===== src/rtl/dec_issue_ctrl_pkg.sv =====
// Shared types for the decode issue front end: entry layout, lane count and controller states.
package riscv;
  localparam int XLEN           = 32;
  localparam int FRONTEND_WIDTH = 2;

  typedef struct packed {
    logic [XLEN-1:0] instr;
    logic [XLEN-1:0] pc;
  } issue_entry_t;

  typedef enum logic {
    RUN  = 1'b0,
    HALT = 1'b1
  } issue_state_e;
endpackage


===== src/rtl/dec_issue_ctrl_if.sv =====
// Fetch, decode-line, rename and flush signals between the front end and the issue controller.
interface dec_issue_if #(
  parameter int DEPTH = 4
);
  import riscv::*;

  logic [1:0]              fetch_valid_i;
  logic [XLEN-1:0]         fetch_instr0_i;
  logic [XLEN-1:0]         fetch_pc0_i;
  logic [XLEN-1:0]         fetch_instr1_i;
  logic [XLEN-1:0]         fetch_pc1_i;
  logic                    fetch_ready_o;
  logic                    line0_valid_o;
  logic [XLEN-1:0]         line0_instr_o;
  logic [XLEN-1:0]         line0_pc_o;
  logic                    line1_valid_o;
  logic [XLEN-1:0]         line1_instr_o;
  logic [XLEN-1:0]         line1_pc_o;
  logic                    line0_illegal_i;
  logic                    line1_illegal_i;
  logic                    line0_is_branch_i;
  logic [1:0]              ren_ready_i;
  logic                    flush_i;
  logic                    halted_o;
  logic [$clog2(DEPTH):0]  count_o;

  modport master (
    output fetch_valid_i, fetch_instr0_i, fetch_pc0_i, fetch_instr1_i, fetch_pc1_i,
    output line0_illegal_i, line1_illegal_i, line0_is_branch_i, ren_ready_i, flush_i,
    input  fetch_ready_o, line0_valid_o, line0_instr_o, line0_pc_o,
    input  line1_valid_o, line1_instr_o, line1_pc_o, halted_o, count_o
  );

  modport slave (
    input  fetch_valid_i, fetch_instr0_i, fetch_pc0_i, fetch_instr1_i, fetch_pc1_i,
    input  line0_illegal_i, line1_illegal_i, line0_is_branch_i, ren_ready_i, flush_i,
    output fetch_ready_o, line0_valid_o, line0_instr_o, line0_pc_o,
    output line1_valid_o, line1_instr_o, line1_pc_o, halted_o, count_o
  );
endinterface


===== src/rtl/dec_issue_queue.sv =====
// Two-write / two-read circular buffer; reads expose the two oldest entries combinationally.
module dec_issue_queue
  import riscv::*;
#(
  parameter int  DEPTH = 4,
  localparam int PW    = $clog2(DEPTH),
  localparam int CW    = PW + 1
) (
  input  logic         clk,
  input  logic         resetn,
  input  logic         clear,
  input  logic [1:0]   push_cnt,
  input  issue_entry_t wdata [FRONTEND_WIDTH],
  input  logic [1:0]   pop_cnt,
  output issue_entry_t rdata [FRONTEND_WIDTH],
  output logic [CW-1:0] count
);
  issue_entry_t  mem_reg [DEPTH];
  logic [PW-1:0] wr_ptr_reg;
  logic [PW-1:0] rd_ptr_reg;
  logic [CW-1:0] count_reg;

  // Payload storage needs no reset: validity is tracked by count alone.
  always_ff @(posedge clk) begin
    for (int i = 0; i < FRONTEND_WIDTH; i++) begin
      if (push_cnt > 2'(i)) mem_reg[wr_ptr_reg + PW'(i)] <= wdata[i];
    end
  end

  always_ff @(posedge clk or negedge resetn) begin
    if (!resetn) begin
      wr_ptr_reg <= '0;
      rd_ptr_reg <= '0;
      count_reg  <= '0;
    end else if (clear) begin
      wr_ptr_reg <= '0;
      rd_ptr_reg <= '0;
      count_reg  <= '0;
    end else begin
      wr_ptr_reg <= wr_ptr_reg + PW'(push_cnt);
      rd_ptr_reg <= rd_ptr_reg + PW'(pop_cnt);
      count_reg  <= count_reg + CW'(push_cnt) - CW'(pop_cnt);
    end
  end

  for (genvar gi = 0; gi < FRONTEND_WIDTH; gi++) begin : g_rd
    assign rdata[gi] = mem_reg[rd_ptr_reg + PW'(gi)];
  end

  assign count = count_reg;
endmodule


===== src/rtl/dec_issue_ctrl.sv =====
// Issue controller: offers up to two queued instructions per cycle, serializes branches/illegals, halts on illegal.
module dec_issue_ctrl
  import riscv::*;
#(
  parameter int DEPTH = 4
) (
  input logic       clk,
  input logic       resetn,
  dec_issue_if.slave bus
);
  localparam int CW = $clog2(DEPTH) + 1;

  issue_state_e  state_reg;
  logic          halted_reg;
  logic [CW-1:0] count;
  issue_entry_t  head [FRONTEND_WIDTH];
  issue_entry_t  wdata [FRONTEND_WIDTH];
  logic          run;
  logic          fetch_ready;
  logic          lane0_v;
  logic          lane1_v;
  logic [1:0]    push_cnt;
  logic [1:0]    ren_eff;
  logic [1:0]    n_issue;
  logic          line0_valid;
  logic          line1_valid;

  assign run         = (state_reg == RUN);
  assign fetch_ready = run && (count <= CW'(DEPTH - 2));

  // A 10 lane mask is meaningless and is dropped like 00.
  assign lane0_v  = bus.fetch_valid_i[0];
  assign lane1_v  = (bus.fetch_valid_i == 2'b11);
  assign push_cnt = (!fetch_ready || bus.flush_i) ? 2'd0 :
                    lane1_v ? 2'd2 : lane0_v ? 2'd1 : 2'd0;

  assign wdata[0] = '{instr: bus.fetch_instr0_i, pc: bus.fetch_pc0_i};
  assign wdata[1] = '{instr: bus.fetch_instr1_i, pc: bus.fetch_pc1_i};

  dec_issue_queue #(.DEPTH(DEPTH)) u_queue (
    .clk      (clk),
    .resetn   (resetn),
    .clear    (bus.flush_i),
    .push_cnt (push_cnt),
    .wdata    (wdata),
    .pop_cnt  (n_issue),
    .rdata    (head),
    .count    (count)
  );

  // Line1 is withheld behind a branch or when either line is illegal, so line0 stays the only faulting slot.
  assign line0_valid = run && (count != '0);
  assign line1_valid = run && (count >= CW'(2)) && !bus.line0_illegal_i &&
                       !bus.line1_illegal_i && !bus.line0_is_branch_i;

  assign ren_eff = (bus.ren_ready_i == 2'd3) ? 2'd2 : bus.ren_ready_i;

  always_comb begin
    n_issue = 2'd0;
    if (line0_valid && ren_eff != 2'd0) n_issue = (line1_valid && ren_eff == 2'd2) ? 2'd2 : 2'd1;
    if (bus.flush_i) n_issue = 2'd0;
  end

  always_ff @(posedge clk or negedge resetn) begin
    if (!resetn) begin
      state_reg  <= RUN;
      halted_reg <= 1'b0;
    end else if (bus.flush_i) begin
      state_reg  <= RUN;
      halted_reg <= 1'b0;
    end else if (run && n_issue != 2'd0 && bus.line0_illegal_i) begin
      state_reg  <= HALT;
      halted_reg <= 1'b1;
    end
  end

  assign bus.fetch_ready_o = fetch_ready;
  assign bus.line0_valid_o = line0_valid;
  assign bus.line0_instr_o = line0_valid ? head[0].instr : '0;
  assign bus.line0_pc_o    = line0_valid ? head[0].pc    : '0;
  assign bus.line1_valid_o = line1_valid;
  assign bus.line1_instr_o = line1_valid ? head[1].instr : '0;
  assign bus.line1_pc_o    = line1_valid ? head[1].pc    : '0;
  assign bus.halted_o      = halted_reg;
  assign bus.count_o       = count;

  a_no_push_when_busy: assert property (@(posedge clk) disable iff (!resetn)
    !(bus.fetch_valid_i != 2'b00 && !fetch_ready));
  a_no_lane_mask_10: assert property (@(posedge clk) disable iff (!resetn)
    bus.fetch_valid_i != 2'b10);
endmodule

===== src/flat_wrapper.sv =====
// flat-port wrapper written by rule: the top's interface ports become plain ports
module dec_issue_ctrl_flat import riscv::*;
#(
  parameter int DEPTH = 4
)
  (clk, resetn, bus_fetch_valid_i, bus_fetch_instr0_i, bus_fetch_pc0_i, bus_fetch_instr1_i, bus_fetch_pc1_i, bus_line0_illegal_i, bus_line1_illegal_i, bus_line0_is_branch_i, bus_ren_ready_i, bus_flush_i, bus_fetch_ready_o, bus_line0_valid_o, bus_line0_instr_o, bus_line0_pc_o, bus_line1_valid_o, bus_line1_instr_o, bus_line1_pc_o, bus_halted_o, bus_count_o);
  dec_issue_if #(.DEPTH(DEPTH)) bus_i ();
  input logic clk;
  input logic resetn;
  input wire logic [$bits(bus_i.fetch_valid_i)-1:0] bus_fetch_valid_i;
  input wire logic [$bits(bus_i.fetch_instr0_i)-1:0] bus_fetch_instr0_i;
  input wire logic [$bits(bus_i.fetch_pc0_i)-1:0] bus_fetch_pc0_i;
  input wire logic [$bits(bus_i.fetch_instr1_i)-1:0] bus_fetch_instr1_i;
  input wire logic [$bits(bus_i.fetch_pc1_i)-1:0] bus_fetch_pc1_i;
  input wire logic [$bits(bus_i.line0_illegal_i)-1:0] bus_line0_illegal_i;
  input wire logic [$bits(bus_i.line1_illegal_i)-1:0] bus_line1_illegal_i;
  input wire logic [$bits(bus_i.line0_is_branch_i)-1:0] bus_line0_is_branch_i;
  input wire logic [$bits(bus_i.ren_ready_i)-1:0] bus_ren_ready_i;
  input wire logic [$bits(bus_i.flush_i)-1:0] bus_flush_i;
  output wire logic [$bits(bus_i.fetch_ready_o)-1:0] bus_fetch_ready_o;
  output wire logic [$bits(bus_i.line0_valid_o)-1:0] bus_line0_valid_o;
  output wire logic [$bits(bus_i.line0_instr_o)-1:0] bus_line0_instr_o;
  output wire logic [$bits(bus_i.line0_pc_o)-1:0] bus_line0_pc_o;
  output wire logic [$bits(bus_i.line1_valid_o)-1:0] bus_line1_valid_o;
  output wire logic [$bits(bus_i.line1_instr_o)-1:0] bus_line1_instr_o;
  output wire logic [$bits(bus_i.line1_pc_o)-1:0] bus_line1_pc_o;
  output wire logic [$bits(bus_i.halted_o)-1:0] bus_halted_o;
  output wire logic [$bits(bus_i.count_o)-1:0] bus_count_o;
  assign bus_i.fetch_valid_i = bus_fetch_valid_i;
  assign bus_i.fetch_instr0_i = bus_fetch_instr0_i;
  assign bus_i.fetch_pc0_i = bus_fetch_pc0_i;
  assign bus_i.fetch_instr1_i = bus_fetch_instr1_i;
  assign bus_i.fetch_pc1_i = bus_fetch_pc1_i;
  assign bus_i.line0_illegal_i = bus_line0_illegal_i;
  assign bus_i.line1_illegal_i = bus_line1_illegal_i;
  assign bus_i.line0_is_branch_i = bus_line0_is_branch_i;
  assign bus_i.ren_ready_i = bus_ren_ready_i;
  assign bus_i.flush_i = bus_flush_i;
  assign bus_fetch_ready_o = bus_i.fetch_ready_o;
  assign bus_line0_valid_o = bus_i.line0_valid_o;
  assign bus_line0_instr_o = bus_i.line0_instr_o;
  assign bus_line0_pc_o = bus_i.line0_pc_o;
  assign bus_line1_valid_o = bus_i.line1_valid_o;
  assign bus_line1_instr_o = bus_i.line1_instr_o;
  assign bus_line1_pc_o = bus_i.line1_pc_o;
  assign bus_halted_o = bus_i.halted_o;
  assign bus_count_o = bus_i.count_o;
  dec_issue_ctrl #(.DEPTH(DEPTH)) u_core (.clk(clk), .resetn(resetn), .bus(bus_i));
endmodule

===== config.mk =====
export PLATFORM = sky130hd
export DESIGN_NAME = dec_issue_ctrl_flat
export DESIGN_NICKNAME = d
export VERILOG_FILES = /design/src/rtl/dec_issue_ctrl_pkg.sv /design/src/rtl/dec_issue_ctrl_if.sv /design/src/rtl/dec_issue_queue.sv /design/src/rtl/dec_issue_ctrl.sv /design/src/flat_wrapper.sv
export SDC_FILE = /design/constraint.sdc
export NUM_CORES = 1
export LEC_CHECK = 0
export ABC_AREA = 0
export CAP_MARGIN = 30
export CORE_ASPECT_RATIO = 0.7
export CORE_MARGIN = 2
export CORE_UTILIZATION = 58
export DETAILED_ROUTE_END_ITERATION = 10
export GPL_TIMING_DRIVEN = 0
export PLACE_DENSITY_LB_ADDON = 0.1
export SLEW_MARGIN = 20
export SYNTH_ARGS = -nofsm -noshare
export SYNTH_HDL_FRONTEND = slang
export SYNTH_HIERARCHICAL = 1
export SYNTH_SLANG_ARGS = --single-unit

===== constraint.sdc =====
create_clock -name clk -period 13.7 [get_ports clk]
set_input_delay 2.74 -clock clk [delete_from_list [all_inputs] [get_ports clk]]
set_output_delay 2.74 -clock clk [all_outputs]
set_load 0.1 [all_outputs]

== Word level (Yosys, flattened, before mapping) ==
Memory sizes are Yosys's and may differ from the RTL's.
Index checks and enable logic that the tools add are counted.

* Register bits: 8
* Bits in latches: 0
* RAM bits: 256
* Memory bits (read-only): 0
* Bits of input ports: 138
* Logic and storage cells: 58
* Memories kept: 1

{| class="wikitable"
|+ Memory list
! name !! words !! width !! rd ports !! clocked after memory_dff !! write ports !! RTL line !! text
|-
| u_core.u_queue.mem_reg || 4 || 64 || 2 || 0 || 2 || dec_issue_queue.sv:18 || <nowiki>issue_entry_t mem_reg [DEPTH];</nowiki>
|}

* Add/sub/neg operators: 6
* Multipliers: 0
* Divide/modulo/power cells: 0
* Order comparisons: 4
* Equal/unequal tests: 3
* Shifts and indexed selects: 0
* Muxes and demuxes: 20
* Bitwise logic cells: 1
* Reduce and logical (&&, ||, !) cells: 19

{| class="wikitable"
|+ Operators by type and width
! kind !! number
|-
| 2-to-1 mux 32 bit || 4
|-
| 2-to-1 mux 2 bit || 8
|-
| logical AND 1 bit || 10
|-
| 2-to-1 mux 1 bit || 7
|-
| == test 2 bit, second input constant || 3
|-
| nonzero test 2 bit || 3
|-
| adder 2 x 1 -> 2 bit, second input constant || 2
|-
| adder 2 bit || 2
|-
| > comparator 2 x 1 -> 1 bit, second input constant || 2
|-
| zero test 1 bit || 4
|-
| adder 3 x 2 -> 3 bit || 1
|-
| >= comparator 3 x 2 -> 1 bit, second input constant || 1
|-
| less-or-equal comparator 3 x 2 -> 1 bit, second input constant || 1
|-
| 2-to-1 mux 3 bit || 1
|-
| nonzero test 3 bit || 1
|-
| subtractor 3 x 2 -> 3 bit || 1
|-
| logical OR 1 bit || 1
|-
| NOT 1 bit || 1
|}

== Longest topological paths before layout ==
* Depth in word-level cells: 14
* Gate-level depth with buffers: 11

== Hierarchy ==
The synthesis kept the hierarchy.

{| class="wikitable"
|+ By module, submodules not included
! module !! instances !! cells an instance !! area an instance (um^2)
|-
| dec_issue_queue || 1 || 736 || 14326.2
|-
| dec_issue_ctrl || 1 || 156 || 1052.3
|}

== Worst setup path before layout ==
Ideal clock, no wire load.

* Kind: reg2reg
* Start point: reg u_core.u_queue.count_reg[2], in the netlist u_core/u_queue/count[2]
* End point: mem u_core/u_queue/mem_reg[0][0] (netlist name) (enable)
* Library setup time: 574 ps
* Data arrival time: 8602 ps
* Slack: 4524 ps
* Cell stages (with the launch flop): 5
* Period minus slack after synthesis: 9176 ps
* Path through: dfrtp_1 -> a211oi_1 -> nor4bb_1 -> o21bai_1 -> o21ai_0

{| class="wikitable"
|+ RTL lines
! what !! RTL line !! text
|-
| from (decl) || dec_issue_queue.sv:21 || <nowiki>logic [CW-1:0] count_reg;</nowiki>
|-
| from (signal assigned) || dec_issue_queue.sv:42 || <nowiki>count_reg <= count_reg + CW'(push_cnt) - CW'(pop_cnt);</nowiki>
|-
| to (decl) || dec_issue_queue.sv:18 ||
|}

== Worst setup path in the final report ==
* Start point: in bus_line0_illegal_i
* End point: out bus_line1_instr_o[0]

* Cells in the longest elaborated chain, start to end: 5

{| class="wikitable"
|+ Ends and longest elaborated chain
! what !! RTL line !! text
|-
| from (decl) || flat_wrapper.sv:15 || <nowiki>input wire logic [$bits(bus_i.line0_illegal_i)-1:0] bus_line0_illegal_i;</nowiki>
|-
| zero test 1 bit || dec_issue_ctrl.sv:53 || <nowiki>assign line1_valid = run && (count >= CW'(2)) && !bus.line0_illegal_i &&</nowiki>
|-
| logical AND 1 bit (2 in series) || dec_issue_ctrl.sv:53 ||
|-
| logical AND 1 bit || dec_issue_ctrl.sv:54 || <nowiki>!bus.line1_illegal_i && !bus.line0_is_branch_i;</nowiki>
|-
| 2-to-1 mux 32 bit || dec_issue_ctrl.sv:82 || <nowiki>assign bus.line1_instr_o = line1_valid ? head[1].instr : '0;</nowiki>
|-
| to (decl) || flat_wrapper.sv:25 || <nowiki>output wire logic [$bits(bus_i.line1_instr_o)-1:0] bus_line1_instr_o;</nowiki>
|}

No other way between the ends.

==> metrics.sh <==
RUN_STATUS='completed'
MAPPEDNETLISTAREA_MM2=0.0154
CRITICAL_PATH_ARRIVAL_PS=5590
CORE_AREA_MM2=0.0259
SEQ_AREA_FRAC_SYNTH=0.513
TIMING.FINAL.CRIT_PERIOD_PS=8330
SYN_TO_FINAL_GROWTH_PCT=28.9
LARGEST_REGISTER_FF_COUNT=256
REGISTER_BIT_TOTAL_FROM_SYNTHESIS=264
FINAL_CORE_UTILIZATION=0.766
PLACE.DETAILED.HPWL_MM=27.7
WORSTPATHCELLLIST='clkdlybuf4s50_1, nor4_1, o21a_2, clkbuf_1, and2_1, clkdlybuf4s50_1'
FINAL_MAX_SLEW_VIOL_COUNT=0
MAX_FO_CRITICAL_PATH=10
DRT_FIRST_PASS_ITERS=4
SYN_AREA_PER_CELL_UM2=17.2
AGGREGATE_GLOBAL_ROUTE_RESOURCE_USAGE=0.295
YOSYS_WARNINGS=6
WL_PER_CELL_UM=25.4
FINAL_AREA_MM2=0.0198
ANTENNA_VIOLATIONS_BEFORE_REPAIR=3
DRT.ANTENNA.VIOLATING_NETS=0
P_LEAK_nW=6.58
SYNTH_NETS=1036
CRITICAL_PATH.SLOWEST_CELL='sky130_fd_sc_hd__clkdlybuf4s50_1'
CTS_RESIZED=0
DIE_Y_UM=140
HP-CLASS='flip-flop to flip-flop'
CLOCK_ROOT_BUFFER_MASTER='sky130_fd_sc_hd__clkbuf_16'
POWER.INTERNAL_mW=1.96
DRCVIOLATIONCOUNT=0
FLOORPLAN.DIE_AREA_MM2=0.0279
CRIT_TOP_CELL='sky130_fd_sc_hd__clkdlybuf4s50_1'
ROUTE.FINAL.WIRE_LENGTH_MM=40.2
POWER_DENSITY_OVER_CELL_AREA_mW_PER_MM2=184
GP_CONGESTION=0.764
FMAXACHIEVABLE_MHz=120
FINAL.SETUP.TNS_PS=0
POST_CTS_HOLD_BUFFER_COUNT=0
POWER.SHARE.SEQUENTIAL=0.270
SETUP_REPAIR_AFTER_GLOBAL_ROUTING_MISSED_ITS_MARGIN='no'
IO-PIN-COUNT=273
POWER.NET_SWITCHING_mW=1.69
DIE_W_UM=199
HOLD_VIOL=0
SYNTHDISTINCTLIBCELLS=32
FINAL-SETUP-VIOL-COUNT=0
CTSLONGESTPATHBUFFERS=3
CLOCKPOWERSHARE=0.195
TRITONCTS='done'
CLOCK_SLEW_AT_THE_REGISTER_CLOCK_PINS_OF_THE_WORST_SETUP_AND_HOLD_PATHS_PS=60
CTS_MAX_LEVEL=1
PLACE_AREA_MM2=0.0190
PEAKVDDDROP_mV=0.145
COMB_POWER_SHARE=0.535
FINALCLOCKSKEW_PS=12.6
SOURCE_TO_SINK_CLOCK_DELAY_AT_THE_LATER_PIN_OF_THE_WORST_SKEW_PAIR_PS=530
CP_DATA_REQUIRED_TIME_PS=10960
FIRST_ITER_VIOLATIONS=842
SETUP.WORST_PATH.END_CLASS='output pin'
DRIVE_GT1_FRAC=0.406
GRT_PASS1_WL_MM=61.4
CRIT_PATH_START_KIND='primary input'
START_UTIL=0.594
CAP_VIOLATIONS=0
CTS_MADE_BUFFERS=27
GLOBALROUTE.TOTALOVERFLOW=0
SW_FRAC_OF_TOTAL=0.463
POST_CTS_BUFFERS=0
NUM-NETS-FINAL=1352
RELSLEWSLACK=0.304
CP_SLOWEST_STAGE_DELAY_PS=1160
VIAS=9824
WORSTMARGINPINSLEW_PS=1040
NUMBER_OF_GLOBAL_ROUTE_VIAS_BEFORE_REPAIR=10400
PLACEMENTROWS=49
GRT_MAX_DEGREE=23
POST_SYNTH_INST_COUNT=892
VIAS_PER_CELL=6.20
TIMING.FINAL.CRIT_SHARE=0.608
PLACE.PORT_BUFFERS=272
CLKSINKCOUNT=264
CRITPATHKIND='primary input to output pin'
==> power by group through the flow <==
stage	Sequential (mW)	Clock (mW)	Combinational [mW]
floorplan	1.03	0	1.42
global placement	1.02	0	1.91
detailed placement	1.00	0	1.96
CTS	0.986	0.718	1.96
global route	0.991	0.748	2.03
finish	0.987	0.714	1.96
==> layer usage <==
layer  up-vias  track usage  wire [um]  part of all wire
met4         6       0.0734        901             0.022
met3        64       0.0571       3670             0.091
met1      5022        0.425      16400              0.41
met5         -            0         43            0.0011
met2       498        0.468      19200              0.48
li1       4234            -          -                 -
==> worst max-delay path: cells and delay by family <==
kind | cells | cell delay (ps)
AOI/OAI and AO/OA | 1 | 250
buffers and inverters | 3 | 2040
and+or+nand+nor | 2 | 560
==> worst paths after layout <==
kind,start,endpoint,slack [ps],depth (start not counted)
max,bus_line0_illegal_i,bus_line1_instr_o[0],5370,6
min in group asynchronous,resetn,u_core/state_reg$_DFFE_PN0P_,2500,1
min,u_core/u_queue/rd_ptr_reg[0]$_DFF_PN0_,u_core/u_queue/rd_ptr_reg[0]$_DFF_PN0_,630,2
max in group asynchronous,resetn,u_core/u_queue/count[0]$_DFF_PN0_,10910,1
max reg2reg,u_core/u_queue/count[1]$_DFF_PN0_,u_core/u_queue/mem_reg[0][21]$_DFFE_PP_,10400,6
min reg2reg,u_core/u_queue/rd_ptr_reg[0]$_DFF_PN0_,u_core/u_queue/rd_ptr_reg[0]$_DFF_PN0_,630,2
==> through the flow <==
step	power (mW)	instances	setup slack [ps]	hold WS (ps)
2_1_floorplan	2.45	892	4520	584
3_3_place_gp	2.93	1521	179	602
3_5_place_dp	2.96	1536	5370	608
4_1_cts	3.67	1584	5360	624
5_1_grt	3.76	1584	5250	677
6_report	3.66	1585	5370	632
==> layout by cell type (no fill, tap or decap), types with 3 or more instances in the layout <==
cell type and n:
sky130_fd_sc_hd__ha_1 4, sky130_fd_sc_hd__clkbuf_16 27, sky130_fd_sc_hd__and2_1 128, sky130_fd_sc_hd__buf_16 13
sky130_fd_sc_hd__mux4_2 128, sky130_fd_sc_hd__nor2b_1 3, sky130_fd_sc_hd__mux2_2 256, sky130_fd_sc_hd__buf_1 9
sky130_fd_sc_hd__clkinv_1 8, sky130_fd_sc_hd__inv_1 7, sky130_fd_sc_hd__dfrtp_1 8, sky130_fd_sc_hd__clkbuf_1 10
sky130_fd_sc_hd__buf_4 21, sky130_fd_sc_hd__clkdlybuf4s50_1 272, sky130_fd_sc_hd__buf_6 25, sky130_fd_sc_hd__edfxtp_1 256
sky130_fd_sc_hd__nor2_1 5, sky130_fd_sc_hd__bufinv_16 3, sky130_fd_sc_hd__buf_2 12, sky130_fd_sc_hd__clkinv_2 3
==> cells by family (layout without fill, tap and decap cells) <==
| group | Yosys count | after routing | share of synthesized area |
|---|---|---|---|
| AO/OA/AOI/OAI | 8 | 8 | 0.00415 |
| buffers and inverters | 78 | 413 | 0.0373 |
| multiplexers | 384 | 384 | 0.375 |
| other | 0 | 1 | 0 |
| XOR/XNOR | 3 | 3 | 0.00447 |
| flip-flops | 264 | 264 | 0.513 |
| adder cells (fa/ha/maj) | 6 | 6 | 0.00586 |
| AND/OR/NAND/NOR | 149 | 149 | 0.0604 |
==> cells in the mapped netlist <==
library cell,count,area [um2]
sky130_fd_sc_hd__nor3b_1,2,15.0
sky130_fd_sc_hd__buf_4,21,158
sky130_fd_sc_hd__a21oi_1,1,5.00
sky130_fd_sc_hd__nand3_1,1,5.00
sky130_fd_sc_hd__nor2_1,7,26.3
sky130_fd_sc_hd__and2_1,128,801
sky130_fd_sc_hd__ha_1,4,50.1
sky130_fd_sc_hd__fa_1,2,40.0
sky130_fd_sc_hd__edfxtp_1,256,7690
sky130_fd_sc_hd__inv_1,7,26.3
sky130_fd_sc_hd__clkbuf_1,4,15.0
sky130_fd_sc_hd__dfrtp_1,8,200
sky130_fd_sc_hd__nor4bb_1,1,10.0
sky130_fd_sc_hd__o21a_2,1,8.76
sky130_fd_sc_hd__xor3_1,1,23.8
sky130_fd_sc_hd__mux4_2,128,2880
sky130_fd_sc_hd__a2111oi_2,1,15.0
sky130_fd_sc_hd__a211oi_1,1,7.51
sky130_fd_sc_hd__o21ai_0,2,10.0
sky130_fd_sc_hd__buf_1,9,33.8
sky130_fd_sc_hd__or2_1,1,6.26
sky130_fd_sc_hd__nor3_1,1,5.00
sky130_fd_sc_hd__nor2b_1,3,18.8
sky130_fd_sc_hd__and4b_1,2,20.0
sky130_fd_sc_hd__mux2_2,256,2880
sky130_fd_sc_hd__o21bai_1,1,7.51
sky130_fd_sc_hd__nor4_1,1,6.26
sky130_fd_sc_hd__buf_6,25,282
sky130_fd_sc_hd__o21ba_2,1,10.0
sky130_fd_sc_hd__xnor3_1,2,45.0
sky130_fd_sc_hd__nand3b_1,2,15.0
sky130_fd_sc_hd__buf_2,12,60.1
==> area by class of cell <==
type                       count  area, um2
tap                          357        447
buffer                        71        548
sequential                   264       7890
fill                        1562       6050
inverter                       7       26.3
timing repair buffer         287       3120
multi-input combinational    550       6950
clock inverter                15        143
clock buffer                  33        698
antenna                        1       2.50
No activity file was read; power rests on OpenSTA's default activity.
